File: src/rtl/csr_pkg.sv
// csr_pkg: shared CSR widths, CSR address map, op encodings and access-unit state enum
package csr_pkg;
  localparam int CSR_ADDR_W = 14;
  localparam int CSR_DATA_W = 32;
  localparam int CSR_RD_W   = 5;
  localparam logic [13:0] CSR_CRMD   = 14'h0;
  localparam logic [13:0] CSR_PRMD   = 14'h1;
  localparam logic [13:0] CSR_EUEN   = 14'h2;
  localparam logic [13:0] CSR_ECFG   = 14'h4;
  localparam logic [13:0] CSR_ESTAT  = 14'h5;
  localparam logic [13:0] CSR_ERA    = 14'h6;
  localparam logic [13:0] CSR_BADV   = 14'h7;
  localparam logic [13:0] CSR_EENTRY = 14'hc;
  localparam logic [13:0] CSR_SAVE0  = 14'h30;
  localparam logic [13:0] CSR_TID    = 14'h40;
  localparam logic [13:0] CSR_TCFG   = 14'h41;
  localparam logic [13:0] CSR_DMW0   = 14'h180;
  localparam logic [13:0] CSR_DMW1   = 14'h181;
  typedef enum logic [1:0] {CSR_OP_RD, CSR_OP_WR, CSR_OP_XCHG, CSR_OP_ILL} csr_op_e;
  typedef enum logic [1:0] {IDLE, READ, WRITE, RESP} state_e;
endpackage

File: src/rtl/csr_access_unit_if.sv
// csr_access_unit_if: request, response and CSR-file port bundle
//   slave modport: the access unit; master modport: EX/writeback/CSR-file side
interface csr_access_unit_if #(
  parameter int CSR_AW = csr_pkg::CSR_ADDR_W,
  parameter int DW     = csr_pkg::CSR_DATA_W,
  parameter int RD_W   = csr_pkg::CSR_RD_W
);
  logic              req_valid, req_ready;
  logic [1:0]        req_op;
  logic [CSR_AW-1:0] req_addr;
  logic [DW-1:0]     req_wdata, req_mask;
  logic [RD_W-1:0]   req_rd;
  logic              resp_valid, resp_ready, resp_err;
  logic [DW-1:0]     resp_rdata;
  logic [RD_W-1:0]   resp_rd;
  logic [CSR_AW-1:0] csr_raddr, csr_waddr;
  logic [DW-1:0]     csr_rdata, csr_wdata;
  logic              csr_wr_en;
  modport slave (
    input  req_valid, req_op, req_addr, req_wdata, req_mask, req_rd, resp_ready, csr_rdata,
    output req_ready, resp_valid, resp_rdata, resp_rd, resp_err, csr_raddr, csr_wr_en, csr_waddr, csr_wdata
  );
  modport master (
    output req_valid, req_op, req_addr, req_wdata, req_mask, req_rd, resp_ready, csr_rdata,
    input  req_ready, resp_valid, resp_rdata, resp_rd, resp_err, csr_raddr, csr_wr_en, csr_waddr, csr_wdata
  );
endinterface

File: src/rtl/csr_xchg_merge.sv
// csr_xchg_merge: new CSR value; xchg merges wdata into old under mask, otherwise wdata
//   old_i, wdata_i, mask_i, is_xchg_i -> wdata_o
module csr_xchg_merge #(
  parameter int DW = 32
) (
  input  logic [DW-1:0] old_i,
  input  logic [DW-1:0] wdata_i,
  input  logic [DW-1:0] mask_i,
  input  logic          is_xchg_i,
  output logic [DW-1:0] wdata_o
);
  assign wdata_o = is_xchg_i ? (old_i & ~mask_i) | (wdata_i & mask_i) : wdata_i;
endmodule

File: src/rtl/csr_access_unit.sv
// csr_access_unit: sequences csrrd/csrwr/csrxchg as read -> optional write -> response
//   clk, reset (sync, active-high), flush (aborts transaction), cur_plv (privilege at accept)
//   bus: slave side of csr_access_unit_if (request, response, CSR-file port)
//   CSR_PLV_CHECK_EN: when defined, a request accepted at cur_plv!=0 is rejected with resp_err
module csr_access_unit import csr_pkg::*; #(
  parameter int CSR_AW = CSR_ADDR_W,
  parameter int DW     = CSR_DATA_W,
  parameter int RD_W   = CSR_RD_W
) (
  input  logic             clk,
  input  logic             reset,
  input  logic             flush,
  input  logic [1:0]       cur_plv,
  csr_access_unit_if.slave bus
);
  state_e            state_q, state_d;
  csr_op_e           op_q;
  logic [CSR_AW-1:0] addr_q;
  logic [DW-1:0]     wdata_q, mask_q, old_q, old_d, old_rd, merged;
  logic [RD_W-1:0]   rd_q;
  logic              err_q, err_d, accept, deny;
  assign accept = state_q == IDLE && bus.req_valid && !flush;
`ifdef CSR_PLV_CHECK_EN
  logic plv_q;
  always_ff @(posedge clk) plv_q <= reset ? 1'b0 : accept ? (cur_plv != 2'd0) : plv_q;
  assign deny   = op_q == CSR_OP_ILL || plv_q;
  assign old_rd = plv_q ? '0 : bus.csr_rdata;
`else
  logic unused_plv;
  assign unused_plv = ^cur_plv;
  assign deny       = op_q == CSR_OP_ILL;
  assign old_rd     = bus.csr_rdata;
`endif
  always_ff @(posedge clk) begin
    if (reset) begin
      state_q <= IDLE;
      op_q    <= CSR_OP_RD;
      addr_q  <= '0;
      wdata_q <= '0;
      mask_q  <= '0;
      rd_q    <= '0;
      old_q   <= '0;
      err_q   <= 1'b0;
    end else begin
      state_q <= state_d;
      old_q   <= old_d;
      err_q   <= err_d;
      if (accept) begin
        op_q    <= csr_op_e'(bus.req_op);
        addr_q  <= bus.req_addr;
        wdata_q <= bus.req_wdata;
        mask_q  <= bus.req_mask;
        rd_q    <= bus.req_rd;
      end
    end
  end
  always_comb begin
    state_d = state_q;
    old_d   = old_q;
    err_d   = err_q;
    unique case (state_q)
      IDLE:  state_d = accept ? READ : IDLE;
      READ: begin
        state_d = flush ? IDLE : (deny || op_q == CSR_OP_RD) ? RESP : WRITE;
        old_d   = old_rd;
        err_d   = deny;
      end
      WRITE: state_d = flush ? IDLE : RESP;
      RESP:  state_d = (flush || bus.resp_ready) ? IDLE : RESP;
      default: state_d = IDLE;
    endcase
  end
  csr_xchg_merge #(.DW(DW)) u_merge (
    .old_i     (old_q),
    .wdata_i   (wdata_q),
    .mask_i    (mask_q),
    .is_xchg_i (op_q == CSR_OP_XCHG),
    .wdata_o   (merged)
  );
  // a flushed response is withdrawn in the same cycle so writeback never sees it
  assign bus.req_ready  = state_q == IDLE;
  assign bus.resp_valid = state_q == RESP && !flush;
  assign bus.resp_rdata = state_q == RESP ? old_q : '0;
  assign bus.resp_rd    = state_q == RESP ? rd_q : '0;
  assign bus.resp_err   = state_q == RESP && err_q;
  assign bus.csr_raddr  = state_q == READ ? addr_q : '0;
  assign bus.csr_wr_en  = state_q == WRITE;
  assign bus.csr_waddr  = state_q == WRITE ? addr_q : '0;
  assign bus.csr_wdata  = state_q == WRITE ? merged : '0;
endmodule

File: src/flat_wrapper.sv
// flat-port wrapper written by rule: the top's interface ports become plain ports
module csr_access_unit_flat import csr_pkg::*;
#(
  parameter int CSR_AW = CSR_ADDR_W,
  parameter int DW     = CSR_DATA_W,
  parameter int RD_W   = CSR_RD_W
)
  (clk, reset, flush, cur_plv, bus_req_valid, bus_req_op, bus_req_addr, bus_req_wdata, bus_req_mask, bus_req_rd, bus_resp_ready, bus_csr_rdata, bus_req_ready, bus_resp_valid, bus_resp_rdata, bus_resp_rd, bus_resp_err, bus_csr_raddr, bus_csr_wr_en, bus_csr_waddr, bus_csr_wdata);
  csr_access_unit_if #(.CSR_AW(CSR_AW), .DW(DW), .RD_W(RD_W)) bus_i ();
  input  logic clk;
  input  logic reset;
  input  logic flush;
  input  logic [1:0] cur_plv;
  input wire logic [$bits(bus_i.req_valid)-1:0] bus_req_valid;
  input wire logic [$bits(bus_i.req_op)-1:0] bus_req_op;
  input wire logic [$bits(bus_i.req_addr)-1:0] bus_req_addr;
  input wire logic [$bits(bus_i.req_wdata)-1:0] bus_req_wdata;
  input wire logic [$bits(bus_i.req_mask)-1:0] bus_req_mask;
  input wire logic [$bits(bus_i.req_rd)-1:0] bus_req_rd;
  input wire logic [$bits(bus_i.resp_ready)-1:0] bus_resp_ready;
  input wire logic [$bits(bus_i.csr_rdata)-1:0] bus_csr_rdata;
  output wire logic [$bits(bus_i.req_ready)-1:0] bus_req_ready;
  output wire logic [$bits(bus_i.resp_valid)-1:0] bus_resp_valid;
  output wire logic [$bits(bus_i.resp_rdata)-1:0] bus_resp_rdata;
  output wire logic [$bits(bus_i.resp_rd)-1:0] bus_resp_rd;
  output wire logic [$bits(bus_i.resp_err)-1:0] bus_resp_err;
  output wire logic [$bits(bus_i.csr_raddr)-1:0] bus_csr_raddr;
  output wire logic [$bits(bus_i.csr_wr_en)-1:0] bus_csr_wr_en;
  output wire logic [$bits(bus_i.csr_waddr)-1:0] bus_csr_waddr;
  output wire logic [$bits(bus_i.csr_wdata)-1:0] bus_csr_wdata;
  assign bus_i.req_valid = bus_req_valid;
  assign bus_i.req_op = bus_req_op;
  assign bus_i.req_addr = bus_req_addr;
  assign bus_i.req_wdata = bus_req_wdata;
  assign bus_i.req_mask = bus_req_mask;
  assign bus_i.req_rd = bus_req_rd;
  assign bus_i.resp_ready = bus_resp_ready;
  assign bus_i.csr_rdata = bus_csr_rdata;
  assign bus_req_ready = bus_i.req_ready;
  assign bus_resp_valid = bus_i.resp_valid;
  assign bus_resp_rdata = bus_i.resp_rdata;
  assign bus_resp_rd = bus_i.resp_rd;
  assign bus_resp_err = bus_i.resp_err;
  assign bus_csr_raddr = bus_i.csr_raddr;
  assign bus_csr_wr_en = bus_i.csr_wr_en;
  assign bus_csr_waddr = bus_i.csr_waddr;
  assign bus_csr_wdata = bus_i.csr_wdata;
  csr_access_unit #(.CSR_AW(CSR_AW), .DW(DW), .RD_W(RD_W)) u_core (.clk(clk), .reset(reset), .flush(flush), .cur_plv(cur_plv), .bus(bus_i));
endmodule
File: config.mk
export PLATFORM = sky130hd
export DESIGN_NAME = csr_access_unit_flat
export DESIGN_NICKNAME = d
export VERILOG_FILES = /design/src/rtl/csr_pkg.sv /design/src/rtl/csr_access_unit_if.sv /design/src/rtl/csr_xchg_merge.sv /design/src/rtl/csr_access_unit.sv /design/src/flat_wrapper.sv
export SDC_FILE = /design/constraint.sdc
export NUM_CORES = 1
export LEC_CHECK = 0
export BUFFER_PORTS_ARGS = -buffer_cell sky130_fd_sc_hd__buf_4
export CAP_MARGIN = 10
export CORE_MARGIN = 2
export CORE_UTILIZATION = 40
export CTS_CLUSTER_DIAMETER = 120
export DETAILED_ROUTE_END_ITERATION = 16
export PLACE_DENSITY = 0.68
export SYNTH_ARGS = -nofsm -noshare
export SYNTH_HDL_FRONTEND = slang
export SYNTH_HIERARCHICAL = 1
export SYNTH_SLANG_ARGS = --single-unit
File: constraint.sdc
create_clock -name clk -period 1.8 [get_ports clk]
set_input_delay 0.36 -clock clk [delete_from_list [all_inputs] [get_ports clk]]
set_output_delay 0.36 -clock clk [all_outputs]
set_load 0.02 [all_outputs]
==> flow_summary_export.csv, run 1 <==
group,metric,value,unit
outcome,status,"finished with violations",
outcome,violations,"setup timing",
global_route,grt_pass1_wl,27000,um
sta,worst_slack,-0.374,ns
min_path,hp-class,"in -> reg",
final_layout,design_area,8610,sq um
min_path,whs_path_depth,2,
sta,slew_headroom,0.796,
final_layout,final_common_cell,"nand2_1",
final_layout,final_cell_mix,"nand2_1, buf_4, a21oi_1",
final_layout,area_growth,54.0,%
clocking,insertion_delay,0.41,ns
routing,drc_errors,0,
routing,vias_per_cell,4.85,
synth,mappedNetlistArea,5590,sq um
clocking,cts_tree,"yes",
critical_path,rr_startpoint,"u_core/state_q[1]",
critical_path,cp_num_buf_inv,3,
critical_path,crit_path_start_kind,"flop",
clocking,clk_path_buf_depth,2,
final_layout,n_antenna_cell,0,
power_and_ir_drop,power_leakage,3.87,nW
critical_path,r2r_cells,6,
sta,fin_setup_tns,-12.07,ns
min_path,hold_start,"flush",
routing,drt_iter0_markers,301,
synth,yosysWarnings,6,
synth,ys_seq_elements,120,
sta,rsz0062_at_grt,"true",
synth,ys_top_cells_by_area,"dfxtp_1, nand2_1, a21oi_1",
sta,maxSlewViolCount,0,
synth,synth_top_area_frac,0.430,
floorplan,die-width,122,um
synth,synthesis.nets,837,
routing,final_antenna_net_count,0,
sta,finalHoldViolCount,0,
clocking,htree_levels,4,
routing,wl_per_cell,15.5,um
placed_design,io_buffer_count,222,
clocking,cts-root-buf,"clkbuf_16",
critical_path,critPathSlowestCell,"dfxtp_2",
final_layout,drive_above_1_share,0.394,
floorplan,coreArea,13800,sq um
routing,dr.pass1.iters,5,
critical_path,critPathArrivalTime,1.81,ns
global_route,grt_max_degree,49,
clocking,worst_setup_hold_path_clk_slew,0.05,ns
sta,skew,0.00733,ns
sta,fmax,460,MHz
routing,via_count,5452,
final_layout,nets,1061,
sta,period_needed,2.17,ns
synth,avgSynthCellArea,7.86,sq um
critical_path,cp_max_fo,11,
sta,whs,0.175,ns
synth,yosys.area.top_type,"dfxtp_1",
clocking,cts.sinks,120,
synth,yosysSeqAreaShare,0.430,
final_layout,n_fill_cell,1200,
critical_path,cp_top_family,"buffers and inverters",
placed_design,hpwlAfterDp,11500,um
power_and_ir_drop,p_per_area,789,nW/um^2
placed_design,dpl-instance-area,7520,sq um
placed_design,place_congestion,0.795,
critical_path,startpoint,"u_core/op_q[0]",
global_route,grt-ovfl-total,0,
critical_path,max_stage_delay,0.33,ns
global_route,grt.total_usage,0.236,
floorplan,io_pins,225,
global_route,grt_pass1_vias,5250,
floorplan,die_area,14900,sq um
global_route,grt_antenna_before_repair,0,
critical_path,cp_cell_sequence,"inv_2 -> ha_4 -> buf_12 -> nand2b_1 -> mux2_4 -> and2_1 -> buf_4",
critical_path,critical_path_depth,7,
power_and_ir_drop,p_total,6.79,mW
clocking,cts_buffers,17,
sta,period_share,1.21,
run,drv_cap,0,
critical_path,path_class,"reg -> out",
synth,synth_cell_type_count,20,
floorplan,initial_core_util,0.406,
floorplan,die_y,122,um
critical_path,end_kind,"output pin",
critical_path,crit_required,1.44,ns
routing,wirelength,17400,um
power_and_ir_drop,vdd_ir_drop_max,590,uV
sta,setup_viol,59,
floorplan,std_cell_rows,43,
synth,synth_cells,711,
sta,tightest_slew,0.307,ns
-- per-layer routing --
layer / part of all wire / GRT usage / vias up
met2: 0.47 / 0.389 / 190
li1: - / - / 2759
met1: 0.43 / 0.286 / 2478
met5: 0 / 0 / -
met3: 0.086 / 0.0822 / 25
met4: 0.017 / 0.0841 / 0
-- cell families (layout without fill, tap and decap cells) --
family / after synthesis / in the layout / share of synthesized area
AND/OR/NAND/NOR: 378 / 378 / 0.320
flip-flops: 120 / 120 / 0.430
AO/OA/AOI/OAI: 119 / 119 / 0.107
buffers and inverters: 60 / 294 / 0.0546
multiplexers: 32 / 32 / 0.0846
adder cells (fa/ha/maj): 2 / 2 / 0.00447
-- power by group --
group / internal, mW / switching, mW
combinational: 0.461 / 0.397
sequential: 2.78 / 0.0729
clock: 1.97 / 1.11
total: 5.22 / 1.58
-- flip-flops by register name (all words and copies together) (netlist names) --
name / cells
u_core/wdata_q: 32
u_core/err_q: 1
u_core/addr_q: 14
u_core/old_q: 32
u_core/mask_q: 32
u_core/rd_q: 5
u_core/state_q: 2
u_core/op_q: 2
-- metrics by stage --
| step | std cells | setup slack (ns) | utilization |
|---|---|---|---|
| after detailed placement | 1084 | -0.0349 | 0.546 |
| after CTS | 1126 | -0.389 | 0.621 |
| after global placement | 1084 | -0.0370 | 0.546 |
| final | 1125 | -0.374 | 0.625 |
| after global routing | 1125 | -0.446 | 0.625 |
| after floorplan | 711 | 0.105 | - |
-- path summary, 6_finish.rpt --
path | to | slack [ns]
max | bus_csr_wdata[20] | -0.37
min | u_core/state_q[1] | 0.17
max reg2reg | u_core/addr_q[0] | 0.08
min reg2reg | u_core/err_q | 0.45
-- cell usage after synthesis, drive strengths merged --
library cell / count
inv: 1
dfxtp: 120
ha: 2
mux2: 32
and3: 39
nor4: 2
nor4b: 1
nor2b: 3
buf: 22
nor2: 2
or4b: 1
nand2b: 33
a21oi: 118
a211oi: 1
nand2: 237
and2: 60
clkbuf: 37
-- cell type report --
type	instances	area (sq um)	share of cell area
timing repair buffer	264	2360	0.274
tap	180	225	0.0262
clock buffer	25	485	0.0564
multi-input combinational	531	3080	0.358
clock inverter	4	45.0	0.00523
sequential	120	2410	0.280
inverter	1	3.75	0.000436
-- timing repair --
action,CTS,global route
gates cloned,3,0
setup endpoints to repair,101,99
resized for setup,94,21
pin swaps,9,1
hold buffers,0,0
setup buffers,10,1
(Power assumes the default switching activity.)
==> run 2: changes to the inputs <==
ABC_AREA = 1   (was not set)
SLEW_MARGIN = 5   (was not set)
clock period = 1.9 ns   (was 1.8 ns; I/O delays follow)
==> flow_summary_export.csv, run 2 <==
group,metric,value,unit
floorplan,std_cell_rows,47,
critical_path,critPathSlowestCell,"dfxtp_2",
global_route,grt_max_degree,96,
routing,drt_iter0_markers,387,
sta,period_share,1.13,
synth,synth_cell_type_count,16,
power_and_ir_drop,power_leakage,5.00,nW
run,drv_cap,0,
sta,fmax,467,MHz
floorplan,die_y,135,um
final_layout,nets,1512,
final_layout,area_growth,42.9,%
final_layout,final_common_cell,"inv_1",
synth,yosys.area.top_type,"dfxtp_1",
floorplan,die_area,18300,sq um
global_route,grt-busiest-layer,"met2",
critical_path,crit_path_start_kind,"flop",
final_layout,n_antenna_cell,0,
placed_design,place_congestion,0.786,
routing,drc_errors,0,
clocking,clk_path_buf_depth,2,
power_and_ir_drop,vdd_ir_drop_max,610,uV
synth,synth-main-ff-cell,"dfxtp_1",
critical_path,cp_top_family,"buffers and inverters",
global_route,grt_antenna_before_repair,0,
synth,synth_cells,1184,
placed_design,hpwlAfterDp,12400,um
routing,dr.pass1.iters,4,
sta,whs,0.222,ns
synth,synth_edf_count,0,
routing,via_count,7208,
synth,mappedNetlistArea,6880,sq um
routing,wl_per_cell,12.4,um
sta,rsz0062_at_grt,"true",
min_path,hp-class,"in -> reg",
global_route,use_met3,0.0571,
global_route,use_met1,0.269,
critical_path,cpMostUsedCell,"nand2_1",
sta,setup_viol,32,
critical_path,cp_max_fo,8,
floorplan,die-width,135,um
clocking,hold_buffers,0,
clocking,cts_tree,"yes",
sta,tightest_slew,0.422,ns
critical_path,max_stage_delay,0.32,ns
synth,ys_top_cells_by_area,"dfxtp_1, inv_1, nor2_1",
floorplan,coreArea,16700,sq um
critical_path,cp_cell_sequence,"inv_2 -> ha_4 -> buf_8 -> buf_12 -> buf_6 -> nand2_1 -> nand2_1 -> nand2_1 -> inv_1 -> inv_1 -> nor2_1 -> buf_4",
routing,vias_per_cell,4.45,
sta,worst_slack,-0.242,ns
final_layout,drive_above_1_share,0.251,
clocking,cts_buffers,17,
global_route,grt_pass1_vias,6313,
synth,synth_common_cells,"inv_1, nor2_1, nand2_1",
synth,yosysSeqAreaShare,0.349,
sta,slew_headroom,0.719,
synth,synth_most_common_cell,"inv_1",
outcome,status,"finished with violations",
synth,ys_seq_elements,120,
clocking,cts.sinks,120,
synth,yosysWarnings,6,
placed_design,io_buffer_count,222,
power_and_ir_drop,p_total,7.51,mW
global_route,grt-ovfl-total,0,
clocking,cts-root-buf,"clkbuf_16",
final_layout,fin_util,0.588,
global_route,grt.total_usage,0.207,
final_layout,top_regs,"u_core/mask_q x32, u_core/old_q x32, u_core/wdata_q x32",
critical_path,critPathArrivalTime,1.76,ns
power_and_ir_drop,p_per_area,764,nW/um^2
critical_path,end_kind,"output pin",
sta,skew,0.00645,ns
global_route,grt_pass1_wl,30300,um
synth,avgSynthCellArea,5.81,sq um
sta,maxSlewViolCount,0,
sta,period_needed,2.14,ns
placed_design,place_ws,0.191,ns
critical_path,crit_required,1.52,ns
clocking,insertion_delay,0.41,ns
synth,synthesis.nets,1310,
critical_path,cp_num_buf_inv,7,
final_layout,final_cell_mix,"inv_1, nor2_1, buf_4",
critical_path,path_class,"reg -> out",
floorplan,io_pins,225,
routing,wirelength,20100,um
synth,synth_top_area_frac,0.349,
global_route,met2_usage,0.336,
clocking,worst_setup_hold_path_clk_slew,0.05,ns
routing,final_antenna_net_count,0,
outcome,violations,"setup timing",
floorplan,initial_core_util,0.412,
synth,async_flop_share,0,
sta,finalHoldViolCount,0,
clocking,htree_levels,4,
## run 2: cell families (layout without fill, tap and decap cells)
kind of cell | after synthesis | after routing | synth area share
AOI/OAI and AO/OA | 118 | 118 | 0.0859
adders and majority gates | 2 | 2 | 0.00364
buffers and inverters | 379 | 593 | 0.229
and+or+nand+nor | 565 | 565 | 0.332
DFF | 120 | 120 | 0.349
## run 2: power by group
group          switching, mW  internal (mW)
Sequential             0.114           2.71
Combinational          0.814          0.627
Clock                   1.11           2.13
Total                   2.04           5.46
## run 2: metal layers
metal,vias to the layer above,share of wire
met3,18,0.068
met2,177,0.46
met4,0,0.012
li1,3853,-
met5,-,0
met1,3160,0.46
## run 2: final cells by class
class	count	area (sq um)
sequential	120	2410
clock buffer	24	512
fill	1672	6880
multi-input combinational	685	3110
tap	220	275
clock inverter	7	90.1
inverter	306	1160
timing repair buffer	256	2270
## run 2: path summary, 6_finish.rpt
kind / from / endpoint / slack (ns) / cells past startpoint
max: u_core/op_q[0] / bus_csr_wdata[10] / -0.24 / 12
max reg2reg: u_core/state_q[1] / u_core/mask_q[6] / 0.47 / 6
min reg2reg: u_core/wdata_q[0] / u_core/wdata_q[0] / 0.48 / 2
min: bus_csr_rdata[23] / u_core/old_q[23] / 0.22 / 3
## run 2: what timing repair did
action	CTS	global route
gates resized for setup	22	86
gates cloned	3	5
pin swaps	10	55
setup buffers	5	3
setup endpoints to repair	99	85
## run 2: stage by stage
| stage | setup TNS, ns | instance area (sq um) | std cells |
|---|---|---|---|
| 5_1_grt | -10.06 | 9830 | 1618 |
| 2_1_floorplan | 0 | 6880 | 1184 |
| 4_1_cts | -5.74 | 9430 | 1610 |
| 3_3_place_gp | 0 | 8640 | 1571 |
| 3_5_place_dp | 0 | 8640 | 1571 |
| 6_report | -5.91 | 9830 | 1618 |
## run 2: worst reg2reg max path, cell delays in order, from the launching register on
cell     delay [ns]
dfxtp_4        0.35
buf_4          0.14
nor2_4         0.17
buf_12         0.36
nand3_1        0.20
nand2_1        0.08
nor2_1         0.04
==> run 3: changes to the inputs <==
PLACE_DENSITY = 0.69   (was 0.68)
SYNTH_HIERARCHICAL = not set   (was 1)
==> flow_summary_export.csv, run 3 <==
group,metric,value,unit
final_layout,final_common_cell,"nor2_1",
critical_path,crit_path_start_kind,"flop",
final_layout,area_growth,46.2,%
clocking,insertion_delay,0.41,ns
global_route,grt_antenna_before_repair,0,
critical_path,cp_max_fo,14,
routing,wirelength,19000,um
floorplan,die_area,16800,sq um
routing,drt_iter0_markers,394,
synth,ys_top_cells_by_area,"dfxtp_1, nor2_1, inv_1",
clocking,cts_buffers,17,
synth,synth_common_cells,"nor2_1, inv_1, nand2_1",
synth,synthesis.nets,1149,
final_layout,n_fill_cell,1499,
floorplan,initial_core_util,0.412,
final_layout,design_area,9220,sq um
synth,yosysWarnings,0,
routing,vias_per_cell,4.69,
floorplan,die-width,130,um
placed_design,dpl-instance-area,8110,sq um
clocking,hold_buffers,0,
critical_path,end_kind,"output pin",
synth,synth_cells,1023,
sta,worst_slack,-0.0722,ns
sta,tightest_slew,0.484,ns
global_route,grt_pass1_vias,5955,
global_route,grt_max_degree,117,
sta,skew,0.00656,ns
min_path,hp-class,"in -> reg",
floorplan,coreArea,15300,sq um
sta,whs,0.145,ns
outcome,violations,"setup timing",
global_route,grt.total_usage,0.219,
sta,period_needed,1.97,ns
synth,synth_cell_type_count,16,
clocking,clk_path_buf_depth,2,
clocking,cts_tree,"yes",
synth,synth_top_area_frac,0.381,
sta,setup_viol,32,
critical_path,cp_num_buf_inv,3,
final_layout,drive_above_1_share,0.277,
final_layout,n_antenna_cell,0,
synth,async_flop_share,0,
synth,yosys.area.top_type,"dfxtp_1",
final_layout,top_regs,"u_core.mask_q x32, u_core.old_q x32, u_core.wdata_q x32",
routing,dr.pass1.iters,6,
final_layout,fin_util,0.602,
critical_path,path_class,"reg -> out",
placed_design,place_congestion,0.779,
power_and_ir_drop,power_leakage,4.28,nW
clocking,htree_levels,4,
clocking,worst_setup_hold_path_clk_slew,0.05,ns
sta,slew_headroom,0.678,
critical_path,max_stage_delay,0.33,ns
synth,synth_edf_count,0,
global_route,grt_pass1_wl,29200,um
final_layout,nets,1346,
sta,fin_setup_tns,-1.73,ns
final_layout,final_cell_mix,"nor2_1, buf_4, inv_1",
global_route,grt-ovfl-total,0,
clocking,cts-root-buf,"clkbuf_16",
critical_path,critPathSlowestCell,"dfxtp_2",
outcome,status,"finished with violations",
floorplan,io_pins,225,
critical_path,cp_top_family,"buffers and inverters",
synth,yosysSeqAreaShare,0.381,
synth,avgSynthCellArea,6.17,sq um
clocking,cts.sinks,120,
sta,fmax,507,MHz
synth,ys_seq_elements,120,
floorplan,die_y,130,um
synth,synth_most_common_cell,"nor2_1",
sta,maxSlewViolCount,0,
critical_path,critPathArrivalTime,1.59,ns
routing,final_antenna_net_count,0,
placed_design,io_buffer_count,222,
power_and_ir_drop,p_per_area,775,nW/um^2
power_and_ir_drop,vdd_ir_drop_max,601,uV
routing,via_count,6776,
run,drv_cap,0,
sta,period_share,1.04,
synth,synth-main-ff-cell,"dfxtp_1",
critical_path,crit_required,1.52,ns
critical_path,cp_cell_sequence,"inv_2 -> ha_4 -> clkbuf_16 -> a21oi_1 -> nor2_1 -> buf_4",
placed_design,hpwlAfterDp,12100,um
sta,finalHoldViolCount,0,
sta,rsz0062_at_grt,"true",
routing,drc_errors,0,
floorplan,std_cell_rows,45,
synth,mappedNetlistArea,6310,sq um
routing,wl_per_cell,13.2,um
[run 3: metal layers]
metal	vias to the layer above	part of all wire	global-route usage
met4	0	0.012	0.0778
met1	2998	0.44	0.276
li1	3523	-	-
met3	23	0.079	0.0690
met2	232	0.47	0.355
met5	-	0	0
[run 3: where the power goes]
group	switching (mW)	internal, mW
logic	0.616	0.508
registers	0.0910	2.69
clock network	1.12	2.12
total	1.83	5.32
[run 3: layout make-up]
| cell class | count | area (sq um) | share of cell area |
|---|---|---|---|
| clock inverters | 9 | 123 | 0.0133 |
| multi-input cells | 653 | 3080 | 0.334 |
| repair buffers | 251 | 2200 | 0.238 |
| inverters | 177 | 678 | 0.0735 |
| well taps | 211 | 264 | 0.0286 |
| clock buffers | 23 | 468 | 0.0507 |
| flip-flops and latches | 120 | 2410 | 0.261 |
[run 3: final timing paths]
path | to | depth (start not counted) | slack, ns | startpoint
max | bus_csr_wdata[6] | 6 | -0.07 | u_core.op_q[0]
min | u_core.state_q[1] | 2 | 0.15 | reset
max reg2reg | u_core.addr_q[12] | 7 | 0.29 | u_core.state_q[1]
min reg2reg | u_core.mask_q[31] | 2 | 0.48 | u_core.mask_q[31]
[run 3: cells by family (layout without fill, tap and decap cells)]
| group | count (synthesis) | in the layout | share of synthesized area |
|---|---|---|---|
| adders and majority gates | 2 | 2 | 0.00397 |
| DFF | 120 | 120 | 0.381 |
| AOI/OAI and AO/OA | 151 | 151 | 0.120 |
| buffers and inverters | 250 | 460 | 0.171 |
| and+or+nand+nor | 500 | 500 | 0.325 |
[run 3: what timing repair did]
action,4_1_cts,5_1_grt
pin swaps,2,2
setup buffers,2,2
cloned,2,2
gates resized for setup,23,85
endpoints found under the setup margin,92,60
[run 3: metrics by stage]
step	instances	power [mW]	setup WS [ns]
2_1_floorplan	1023	3.50	0.195
3_3_place_gp	1404	3.84	0.244
3_5_place_dp	1404	3.86	0.213
4_1_cts	1440	7.13	-0.120
5_1_grt	1444	7.48	-0.168
6_report	1444	7.14	-0.0722
